$ cat src/rtl/baccarat_sequencer.sv
// Baccarat game controller: deals the four opening cards, applies the
// player and banker third-card rules to the datapath feedback, and
// reports the winner once the hand is complete.
module baccarat_sequencer (
   input  logic       slow_clock,
   input  logic       resetb,
   input  logic [3:0] pscore,
   input  logic [3:0] dscore,
   input  logic [3:0] pcard3,
   output logic       load_pcard1,
   output logic       load_pcard2,
   output logic       load_pcard3,
   output logic       load_dcard1,
   output logic       load_dcard2,
   output logic       load_dcard3,
   output logic       player_win_light,
   output logic       dealer_win_light,
   output logic       hand_done
);

   localparam logic [3:0] DEAL_P1   = 4'd0;
   localparam logic [3:0] DEAL_D1   = 4'd1;
   localparam logic [3:0] DEAL_P2   = 4'd2;
   localparam logic [3:0] DEAL_D2   = 4'd3;
   localparam logic [3:0] EVAL      = 4'd4;
   localparam logic [3:0] DRAW_P3   = 4'd5;
   localparam logic [3:0] BANK_EVAL = 4'd6;
   localparam logic [3:0] DRAW_D3   = 4'd7;
   localparam logic [3:0] RESULT    = 4'd8;

   logic [3:0] r_state;
   logic [3:0] w_next;
   logic [3:0] w_v;
   logic       w_natural;
   logic       w_bankDraw;

   // Face cards and tens count zero toward the banker decision.
   assign w_v       = ((pcard3 >= 4'd1) && (pcard3 <= 4'd9)) ? pcard3 : 4'd0;
   assign w_natural = (pscore >= 4'd8) || (dscore >= 4'd8);

   // Banker third-card table; an out-of-range banker score stands like a 7.
   always_comb begin
      w_bankDraw = 1'b0;
      case (dscore)
         4'd0, 4'd1, 4'd2: w_bankDraw = 1'b1;
         4'd3:             w_bankDraw = (w_v != 4'd8);
         4'd4:             w_bankDraw = (w_v >= 4'd2) && (w_v <= 4'd7);
         4'd5:             w_bankDraw = (w_v >= 4'd4) && (w_v <= 4'd7);
         4'd6:             w_bankDraw = (w_v >= 4'd6) && (w_v <= 4'd7);
         default:          w_bankDraw = 1'b0;
      endcase
   end

   // Next-state logic; unused encodings fall back to the start of a hand.
   always_comb begin
      w_next = DEAL_P1;
      case (r_state)
         DEAL_P1:   w_next = DEAL_D1;
         DEAL_D1:   w_next = DEAL_P2;
         DEAL_P2:   w_next = DEAL_D2;
         DEAL_D2:   w_next = EVAL;
         EVAL: begin
            if (w_natural)
               w_next = RESULT;
            else if (pscore <= 4'd5)
               w_next = DRAW_P3;
            else if (dscore <= 4'd5)
               w_next = DRAW_D3;
            else
               w_next = RESULT;
         end
         DRAW_P3:   w_next = BANK_EVAL;
         BANK_EVAL: w_next = w_bankDraw ? DRAW_D3 : RESULT;
         DRAW_D3:   w_next = RESULT;
         RESULT:    w_next = RESULT;
         default:   w_next = DEAL_P1;
      endcase
   end

   // State register; reset aborts any hand in progress immediately.
   always_ff @(posedge slow_clock or negedge resetb) begin
      if (!resetb)
         r_state <= DEAL_P1;
      else
         r_state <= w_next;
   end

   assign load_pcard1 = (r_state == DEAL_P1);
   assign load_dcard1 = (r_state == DEAL_D1);
   assign load_pcard2 = (r_state == DEAL_P2);
   assign load_dcard2 = (r_state == DEAL_D2);
   assign load_pcard3 = (r_state == DRAW_P3);
   assign load_dcard3 = (r_state == DRAW_D3);

   assign hand_done        = (r_state == RESULT);
   assign player_win_light = hand_done && (pscore >= dscore);
   assign dealer_win_light = hand_done && (dscore >= pscore);

endmodule

$ cat config.mk
export PLATFORM = sky130hd
export DESIGN_NAME = baccarat_sequencer
export DESIGN_NICKNAME = d
export VERILOG_FILES = /design/src/rtl/baccarat_sequencer.sv
export SDC_FILE = /design/constraint.sdc
export NUM_CORES = 1
export LEC_CHECK = 0
export CAP_MARGIN = 20
export CORE_AREA = 8 8 45 47
export DETAILED_ROUTE_END_ITERATION = 7
export DIE_AREA = 0 0 53 55
export DONT_BUFFER_PORTS = 1
export PLACE_DENSITY = 0.59
export SLEW_MARGIN = 30
export SYNTH_ARGS = -nofsm -noshare
export SYNTH_HDL_FRONTEND = slang
export SYNTH_SLANG_ARGS = --single-unit
$ cat constraint.sdc
create_clock -name slow_clock -period 3.8 [get_ports slow_clock]
set_input_delay 0.38 -clock slow_clock [delete_from_list [all_inputs] [get_ports slow_clock]]
set_output_delay 0.38 -clock slow_clock [all_outputs]
set_load 0.01 [all_outputs]
==> impl_metrics.tcl <==
set metrics [dict create \
    std_cell_rows 14 \
    p_switching_mw 0.1428 \
    largest_reg_flops 4 \
    dieArea_mm2 0.002915 \
    synth_warnings 0 \
    grt_max_degree 11 \
    routedWlPerCell_um 14.79 \
    clockBufferDepth 2 \
    critPathArrivalTime_ns 1.74 \
    ctsRootBufferMaster "clkbuf_4" \
    cts_buffers 3 \
    grt_pass1_vias 460 \
    cts_tree "done" \
    ctsHoldBuffers 1 \
    synth_nets 79 \
    die_w_um 53 \
    fmax_mhz 471.0 \
    hold_slack_ns 0.4091 \
    worstPathCellList "or4b_4 > o31ai_1" \
    avgSynthCellArea_um2 7.938 \
    wl_mm 1.139 \
    seqPwrFrac_pct 36.8 \
    area_delta_synth_final_pct 6.977 \
    outcome "finished clean" \
    synth_compound_area_share_pct 24.03 \
    cts_setup_buffers 0 \
    finalCritPeriodShare_pct 55.88 \
    r2r_cells 4 \
    synth_cell_types 33 \
    combPwrFrac_pct 45.6 \
    drc 0 \
    reg_top3 "r_state (4)" \
    netlist_area_um2 484.2 \
    insertion_delay_ns 0.24 \
    grt_pass1_wl_mm 1.911 \
    drv_cap 0 \
    dr.pass1.iters 4 \
    maxSlewViolCount 0 \
    synthMuxAreaShare_pct 0 \
    place_congestion 0.7151 \
    dp.cells 73 \
    synthSimpleGateAreaFrac_pct 35.66 \
    final_cell_area_um2 518.0 \
    ir_drop_uv 157.1 \
    hold_path_class "in -> async" \
    antenna_found_initial 0 \
    cts_resized 0 \
    min_period_ns 2.123 \
    dp_slack_ns 1.862 \
    final_antenna_net_count 0 \
    reg2reg_slack_ns 2.24 \
    worst_path_max_delay_cell "or4b_4" \
    critPathLaunchType "flop" \
    reg2reg_from "r_state[1]" \
    synth_xor_xnor_area_share_pct 0 \
    core_area_mm2 0.001384 \
    regMostFlops "r_state" \
    synthCells 61 \
    endpoint_kind "output pin" \
    drive_gt1_share_pct 13.11 \
    clk_pin_slew_ns 0.04 \
    antenna_cells 0 \
    port_buffers 0 \
    die_h_um 55 \
    finalSetupTns_ns 0 \
    seq_area_frac_synth_pct 20.67 \
    finClkSkew_ns 0.001977 \
    crit_buf_inv 0 \
    p_int_mw 0.1597 \
    hold_violations 0 \
    power_leakage_nw 0.2378 \
    clkPwrFrac_pct 17.6 \
    htree_num_levels 1 \
    dp_hpwl_um 916.6 \
    nets 81 \
    avgViaCountPerCell 5.922 \
    regToRegEndpoint "r_state[3]" \
    path_max_fanout 10 \
    grtUsageTotal_pct 8.648 \
    drt-initial-drc-count 9 \
    finalWorstSetupSlack_ns 1.677 \
    tightest_slew_ns 0.5598 \
    critPathLaunch "r_state[1]" \
    swShare_pct 47.21 \
    grt_setup_unrepaired "false" \
    slew_headroom_pct 62.34 \
    power_density_mw_per_mm2 583.9 \
    initial_core_util_pct 34.99 \
    slowest_delay_ns 0.60 \
    clock-sinks 4 \
    path_class "reg -> out" \
    cp_top_family "simple AND/OR/NAND/NOR gates" \
    synth_top_family_by_area "simple AND/OR/NAND/NOR gates" \
    vias 456 \
    post_dp_cell_area_um2 485.5 \
    stdcell_count 77 \
    grt.overflow.total 0 \
    pin_count 23 \
    setup_violations 0 \
    synth_fa_ha_area_share_pct 10.34 \
    crit_required_ns 3.42 \
    synth-seq-cells 4 \
]
==> Yosys cell counts <==
cell type  count  area (µm²)
nor2_1         4       15.01
and2b_1        1       7.510
and4_1         1       8.760
a31oi_1        1       6.260
o31ai_1        3       22.52
inv_1          6       22.52
o31a_1         1       8.760
nor4b_1        1       8.760
or3_1          1       6.260
or3b_1         2       17.52
nor2b_1        1       6.260
nor4_1         2       12.51
and2_1         1       6.260
ha_1           4       50.05
buf_2          2       10.01
nor3_1         1       5.000
nand3_1        1       5.000
or4b_2         1       10.01
a311oi_2       1       15.01
o21a_1         2       15.01
clkbuf_2       1       5.000
nand2b_1       4       25.02
nand2_1        5       18.77
o21ba_1        1       10.01
a41o_2         1       11.26
clkbuf_1       1       3.750
dfrtp_1        4       100.1
inv_2          1       3.750
nand4_1        1       6.260
a21oi_1        2       10.01
o311ai_0       1       8.760
or4b_4         1       13.76
o311ai_1       1       8.760
==> logic make-up (layout without fill, tap and decap cells) <==
| family | Yosys count | in the layout |
|---|---|---|
| AOI/OAI and AO/OA | 14 | 14 |
| adders and majority gates | 4 | 4 |
| buffers and inverters | 11 | 11 |
| DFF | 4 | 4 |
| and+or+nand+nor | 28 | 28 |
==> area by class of cell <==
type / instances / area (µm²)
Fill cell: 140 / 865.8
Multi-Input combinational cell: 46 / 339.1
Sequential cell: 4 / 100.1
Inverter: 7 / 26.28
Clock buffer: 3 / 22.52
Tap cell: 16 / 20.02
Timing Repair Buffer: 1 / 10.01
==> metrics by stage <==
| step | power [mW] | utilization, % |
|---|---|---|
| after floorplan | 0.2307 | - |
| after global placement | 0.2477 | 35.08 |
| after detailed placement | 0.2487 | 35.08 |
| after CTS | 0.3062 | 37.43 |
| after global routing | 0.3322 | 37.43 |
| final | 0.3024 | 37.43 |
==> per-layer routing <==
metal  part of all wire [%]  vias up  GRT usage, %  wire (µm)
met2                     40       25         12.50        455
met5                      0        -             0          0
met3                     17        2         5.080        194
met1                     41      205         9.160        469
li1                       -      224             -          -
met4                    1.7        0         6.466         19
==> power groups by stage <==
stage,Clock [mW],Combinational [mW],Sequential [mW]
2_1_floorplan,0,0.165,0.0660
3_3_place_gp,0,0.137,0.111
3_5_place_dp,0,0.138,0.111
4_1_cts,0.0560,0.140,0.110
5_1_grt,0.0584,0.157,0.117
6_report,0.0532,0.138,0.111
==> how the worst max path moves through the flow <==
stage                       end  slack, ns  depth (start not counted)
2_1_floorplan  player_win_light       1.96                          6
3_3_place_gp   player_win_light       1.88                          6
3_5_place_dp   player_win_light       1.86                          6
4_1_cts        player_win_light       1.66                          2
5_1_grt        player_win_light       1.61                          2
6_report       player_win_light       1.68                          2
==> worst register-to-register path, cell delays in order (launching register included) <==
cell and delay, ns:
dfrtp_1 0.47, or4b_4 0.60, inv_2 0.12, o31ai_1 0.08, o21ba_1 0.22
==> placed cells by master, fill, tap and decap left out <==
master / count
o311ai_0: 1
o31ai_1: 3
nor3_1: 1
or4b_4: 1
inv_1: 6
dfrtp_1: 4
nor2_1: 4
a311oi_2: 1
nor2b_1: 1
o21a_1: 2
nand2_1: 5
dlygate4sd3_1: 1
or3b_1: 2
nand2b_1: 4
a21oi_1: 2
and2b_1: 1
a41o_2: 1
inv_2: 1
and4_1: 1
or3_1: 1
clkbuf_4: 3
o311ai_1: 1
nand3_1: 1
nor4b_1: 1
ha_1: 4
o21ba_1: 1
or4b_2: 1
a31oi_1: 1
and2_1: 1
o31a_1: 1
nand4_1: 1
nor4_1: 2
Note: power is estimated with default switching activity, not from simulation.
